$ cat src/rtl/gnr_attractor_ctrl.sv
// Floyd cycle-finding controller for a bank of GNR node cells: races tortoise/hare copies,
// then measures the attractor period and hands {meet, period, state} to the host.
module gnr_attractor_ctrl #(
    parameter int N_NODES   = 8,
    parameter int CNT_W     = 16,
    parameter int MAX_STEPS = 4096
) (
    input  logic               clk,
    input  logic               rst,
    input  logic               start,
    input  logic [N_NODES-1:0] init_vec,
    input  logic [N_NODES-1:0] s0_vec,
    input  logic [N_NODES-1:0] s1_vec,
    output logic               reset_nos,
    output logic [N_NODES-1:0] init_state,
    output logic               start_s0,
    output logic               start_s1,
    output logic               busy,
    output logic               res_valid,
    input  logic               res_ready,
    output logic [CNT_W-1:0]   res_meet,
    output logic [CNT_W-1:0]   res_period,
    output logic [N_NODES-1:0] res_state,
    output logic               res_timeout
);

    // state  | meaning
    // IDLE   | waiting for start
    // LOAD   | one cycle loading init_state into every node
    // RACE   | tortoise at half rate, hare at full rate, compare on even c >= 2
    // PERIOD | hare alone walks the cycle until it returns to res_state
    // RESULT | result held on res_* until the host handshakes
    typedef enum logic [2:0] {IDLE, LOAD, RACE, PERIOD, RESULT} state_t;

    localparam logic [CNT_W-1:0] MAX_CNT = CNT_W'(MAX_STEPS);

    state_t           state;
    logic [CNT_W-1:0] c_cnt;
    logic [CNT_W-1:0] p_cnt;
    logic             meet_now;
    logic             race_to;
    logic             hit_now;
    logic             period_to;

    // c[0] tracks the node pass bit, so even c means tortoise has exactly c/2 steps
    assign meet_now  = (state == RACE) && !c_cnt[0] && (c_cnt >= CNT_W'(2)) && (s0_vec == s1_vec);
    assign race_to   = (state == RACE) && (c_cnt >= MAX_CNT);
    assign hit_now   = (state == PERIOD) && (p_cnt != '0) && (s1_vec == res_state);
    assign period_to = (state == PERIOD) && (p_cnt >= MAX_CNT);

    // Node steps are suppressed in the cycle a decision is made so captured state stays valid
    assign start_s0  = (state == RACE) && !meet_now && !race_to;
    assign start_s1  = start_s0 || ((state == PERIOD) && !hit_now && !period_to);
    assign reset_nos = (state == LOAD);
    assign busy      = (state != IDLE);

    always_ff @(posedge clk) begin
        if (rst) begin
            state       <= IDLE;
            c_cnt       <= '0;
            p_cnt       <= '0;
            init_state  <= '0;
            res_valid   <= 1'b0;
            res_meet    <= '0;
            res_period  <= '0;
            res_state   <= '0;
            res_timeout <= 1'b0;
        end else begin
            case (state)
                IDLE: begin
                    if (start) begin
                        init_state  <= init_vec;
                        res_meet    <= '0;
                        res_period  <= '0;
                        res_state   <= '0;
                        res_timeout <= 1'b0;
                        state       <= LOAD;
                    end
                end
                LOAD: begin
                    c_cnt <= '0;
                    p_cnt <= '0;
                    state <= RACE;
                end
                RACE: begin
                    if (meet_now) begin
                        res_meet  <= c_cnt;
                        res_state <= s0_vec;
                        p_cnt     <= '0;
                        state     <= PERIOD;
                    end else if (race_to) begin
                        res_meet    <= c_cnt;
                        res_period  <= '0;
                        res_timeout <= 1'b1;
                        res_valid   <= 1'b1;
                        state       <= RESULT;
                    end else begin
                        c_cnt <= c_cnt + CNT_W'(1);
                    end
                end
                PERIOD: begin
                    if (hit_now) begin
                        res_period <= p_cnt;
                        res_valid  <= 1'b1;
                        state      <= RESULT;
                    end else if (period_to) begin
                        res_period  <= '0;
                        res_timeout <= 1'b1;
                        res_valid   <= 1'b1;
                        state       <= RESULT;
                    end else begin
                        p_cnt <= p_cnt + CNT_W'(1);
                    end
                end
                RESULT: begin
                    if (res_ready) begin
                        res_valid <= 1'b0;
                        state     <= IDLE;
                    end
                end
                default: state <= IDLE;
            endcase
        end
    end

endmodule

$ cat config.mk
export PLATFORM = sky130hd
export DESIGN_NAME = gnr_attractor_ctrl
export DESIGN_NICKNAME = d
export VERILOG_FILES = /design/src/rtl/gnr_attractor_ctrl.sv
export SDC_FILE = /design/constraint.sdc
export NUM_CORES = 1
export LEC_CHECK = 0
export CORE_MARGIN = 2
export CORE_UTILIZATION = 50
export DETAILED_ROUTE_END_ITERATION = 10
export GPL_TIMING_DRIVEN = 1
export PLACE_DENSITY = 0.79
export SLEW_MARGIN = 5
export SYNTH_ARGS = -nofsm -noshare
export SYNTH_HDL_FRONTEND = slang
export SYNTH_SLANG_ARGS = --single-unit
$ cat constraint.sdc
create_clock -name clk -period 3.4 [get_ports clk]
set_clock_uncertainty 0.2 [all_clocks]
set_input_delay 0.68 -clock clk [delete_from_list [all_inputs] [get_ports clk]]
set_output_delay 0.68 -clock clk [all_outputs]
set_load 0.01 [all_outputs]
==> impl_metrics.json <==
{
  "clockPowerShare_pct": 34.3,
  "clkSinkCount": 85,
  "first_pass_iters": 5,
  "tns_ns": 0,
  "final_cell_mix": "dfxtp_1 (85), clkdlybuf4s50_1 (78), nand2_1 (49)",
  "crit_required_ns": 2.52,
  "ant_nets": 0,
  "hold_start": "res_valid",
  "diodes": 0,
  "wirelength_um": 9516,
  "synth_ff_type": "dfxtp_1",
  "worst_setup_path_end_kind": "output port",
  "place_congestion": 0.8952,
  "clock_path_buffers": 2,
  "power.net_switching_uw": 755.3,
  "die_y_um": 90.34,
  "grt_pass1_vias": 3348,
  "cap_violations": 0,
  "instances_no_fill": 619,
  "route.detailed.drc": 0,
  "n_fill_cell": 600,
  "wl_per_cell_um": 15.37,
  "leakagePower_uw": 0.001869,
  "fmax_mhz": 315.2,
  "layout.nets": 547,
  "syn-mean-instance-area_um2": 8.668,
  "min_path_cells": 2,
  "antenna_found_initial": 0,
  "cp-start-kind": "input port",
  "synth_area_um2": 3727,
  "num_io_pins": 82,
  "dr.first_iter.drc_count": 357,
  "core-area_um2": 7253,
  "async_flop_share_pct": 0,
  "outcome": "complete, no violations",
  "grt_overflow": 0,
  "synth_cell_types": 45,
  "drive_gt1_share_pct": 8.077,
  "rsz0062_at_grt": "no",
  "synth_area_leaders": "dfxtp_1 (46%), nand2_1 (4.9%), a22o_1 (4.7%)",
  "internal-power_uw": 1727,
  "dpl.cell_count": 603,
  "slew_headroom_pct": 44.64,
  "reg2reg_from": "state[1]",
  "yosys_warnings": 0,
  "yosysTopAreaCell": "dfxtp_1",
  "final_max_slew_viol_count": 0,
  "cts_max_level": 3,
  "grt_pass1_wl_um": 15690,
  "portBuffers": 81,
  "numCtsBuffers": 9,
  "initial_utilization_pct": 51.39,
  "syn-num-nets": 462,
  "yosys_register_bits": 85,
  "path_clk_slew_ns": 0.08,
  "switching_share_pct": 30.43,
  "irDropWorstVdd_v": 0.0003150,
  "timing.rr.end": "res_period[1]",
  "hold_viol_final": 0,
  "gr-usage-all-layers_pct": 23.04,
  "grt_start_max_net_pins": 38,
  "clk_latency_ns": 0.35,
  "min_path_type": "register to register",
  "vias_per_cell": 5.779,
  "die_w_um": 90.34,
  "hpwl_um": 6787,
  "cts-root-buf": "clkbuf_8",
  "arrival_ns": 2.29,
  "worst_r2r_path_depth": 8,
  "cts_hold_buf": 0,
  "die_area_um2": 8161,
  "crit_path_max_fanout": 3,
  "place_ws_ns": -0.03578,
  "whs_endpoint": "res_valid",
  "vias": 3577,
  "powerDensity_nw_per_um2": 503.6,
  "fin_crit_sh_pct": 93.31,
  "critical_path_class": "input port to output port",
  "yosys.area.top_type_share_pct": 45.65,
  "seqPwrFrac_pct": 42.8,
  "setup_viol": 0,
  "total_power_uw": 2482,
  "tightest_slew_ns": 0.8260,
  "rows": 31,
  "reg2reg_slack_ns": 0.34,
  "ys_seq_area_share_pct": 45.65,
  "cts_tree": "built",
  "area_delta_synth_final_pct": 32.23,
  "period_minus_slack_ns": 3.172,
  "comb_power_share_pct": 22.9,
  "fin_ws_ns": 0.2275,
  "final_common_cell": "dfxtp_1",
  "synth_edf_count": 0,
  "synth_cells": 430
}
[flip-flops by register name, indices dropped and copies added, names as in the netlist]
signal / cells
c_cnt: 16
init_state: 8
p_cnt: 16
res_meet: 16
res_period: 16
res_state: 8
res_timeout: 1
res_valid: 1
state: 3
[timing repair]
| action | CTS | global route |
|---|---|---|
| gates resized for setup | 1 | 4 |
| buffers inserted | 0 | 0 |
| setup endpoints to repair | 1 | 1 |
[power groups by stage]
| stage | clock [uW] | combinational, uW | sequential (uW) |
|---|---|---|---|
| after floorplan | 0 | 347 | 1080 |
| after global placement | 0 | 545 | 1080 |
| after detailed placement | 0 | 554 | 1090 |
| after CTS | 855 | 557 | 1060 |
| after global routing | 896 | 620 | 1070 |
| final | 850 | 568 | 1060 |
[Yosys cell counts (9+ instances only)]
library cell and count:
clkbuf_1 18, nand2_1 49, nand4_1 9, dfxtp_1 85, o21ai_0 19, nor4_1 14
xor2_1 17, inv_1 9, nor3_1 16, a21oi_1 27, or4_1 10, a22o_1 20
nand3_1 20, nor2_1 32
[worst max-delay path by stage]
| stage | end | slack, ns | start |
|---|---|---|---|
| floorplan | start_s0 | 0.72 | state[2] |
| global placement | start_s0 | 0.02 | s1_vec[2] |
| detailed placement | p_cnt[1] | -0.04 | s1_vec[2] |
| CTS | start_s1 | 0.009 | s1_vec[2] |
| global route | start_s0 | 0.14 | s1_vec[2] |
| finish | start_s0 | 0.23 | s1_vec[2] |
[routing by layer]
layer / GRT usage, % / up-vias / part of all wire (%)
li1: - / 1732 / -
met1: 31.78 / 1702 / 46
met2: 35.96 / 134 / 46
met3: 5.843 / 9 / 7.0
met4: 6.410 / 0 / 0.78
met5: 0 / - / 0
[worst max-delay path: stages]
cell,delay [ns]
clkdlybuf4s50_1,0.44
xor2_1,0.20
nor4_2,0.29
nand4_1,0.15
nand2_1,0.14
inv_1,0.09
dlygate4sd2_1,0.30
[layout make-up]
class                      count  area (um2)  share of cell area, %
multi-input combinational    311        1888                  38.31
sequential                    85        1702                  34.53
timing repair buffer          99       942.2                  19.12
clock buffer                  10       127.6                  2.589
tap                           99       123.9                  2.513
clock inverter                 6       111.4                  2.259
inverter                       9       33.78                 0.6855
[metrics by stage]
step	util (%)	hold WS, ns	cell area, um2
6_report	67.95	0.2483	4928
5_1_grt	67.95	0.2733	4928
4_1_cts	67.64	0.2534	4906
3_5_place_dp	64.36	0.2424	4668
3_3_place_gp	64.36	0.2395	4668
2_1_floorplan	-	0.2540	3727
[kinds of logic after synthesis]
logic type	Yosys count	synth area share (%)
simple gates	188	26.02
compound gates	100	18.29
flops	85	45.65
buf+inv	34	4.229
xor+xnor	19	4.465
fa+ha+maj	4	1.343
Note: power is estimated with default switching activity, not from simulation.
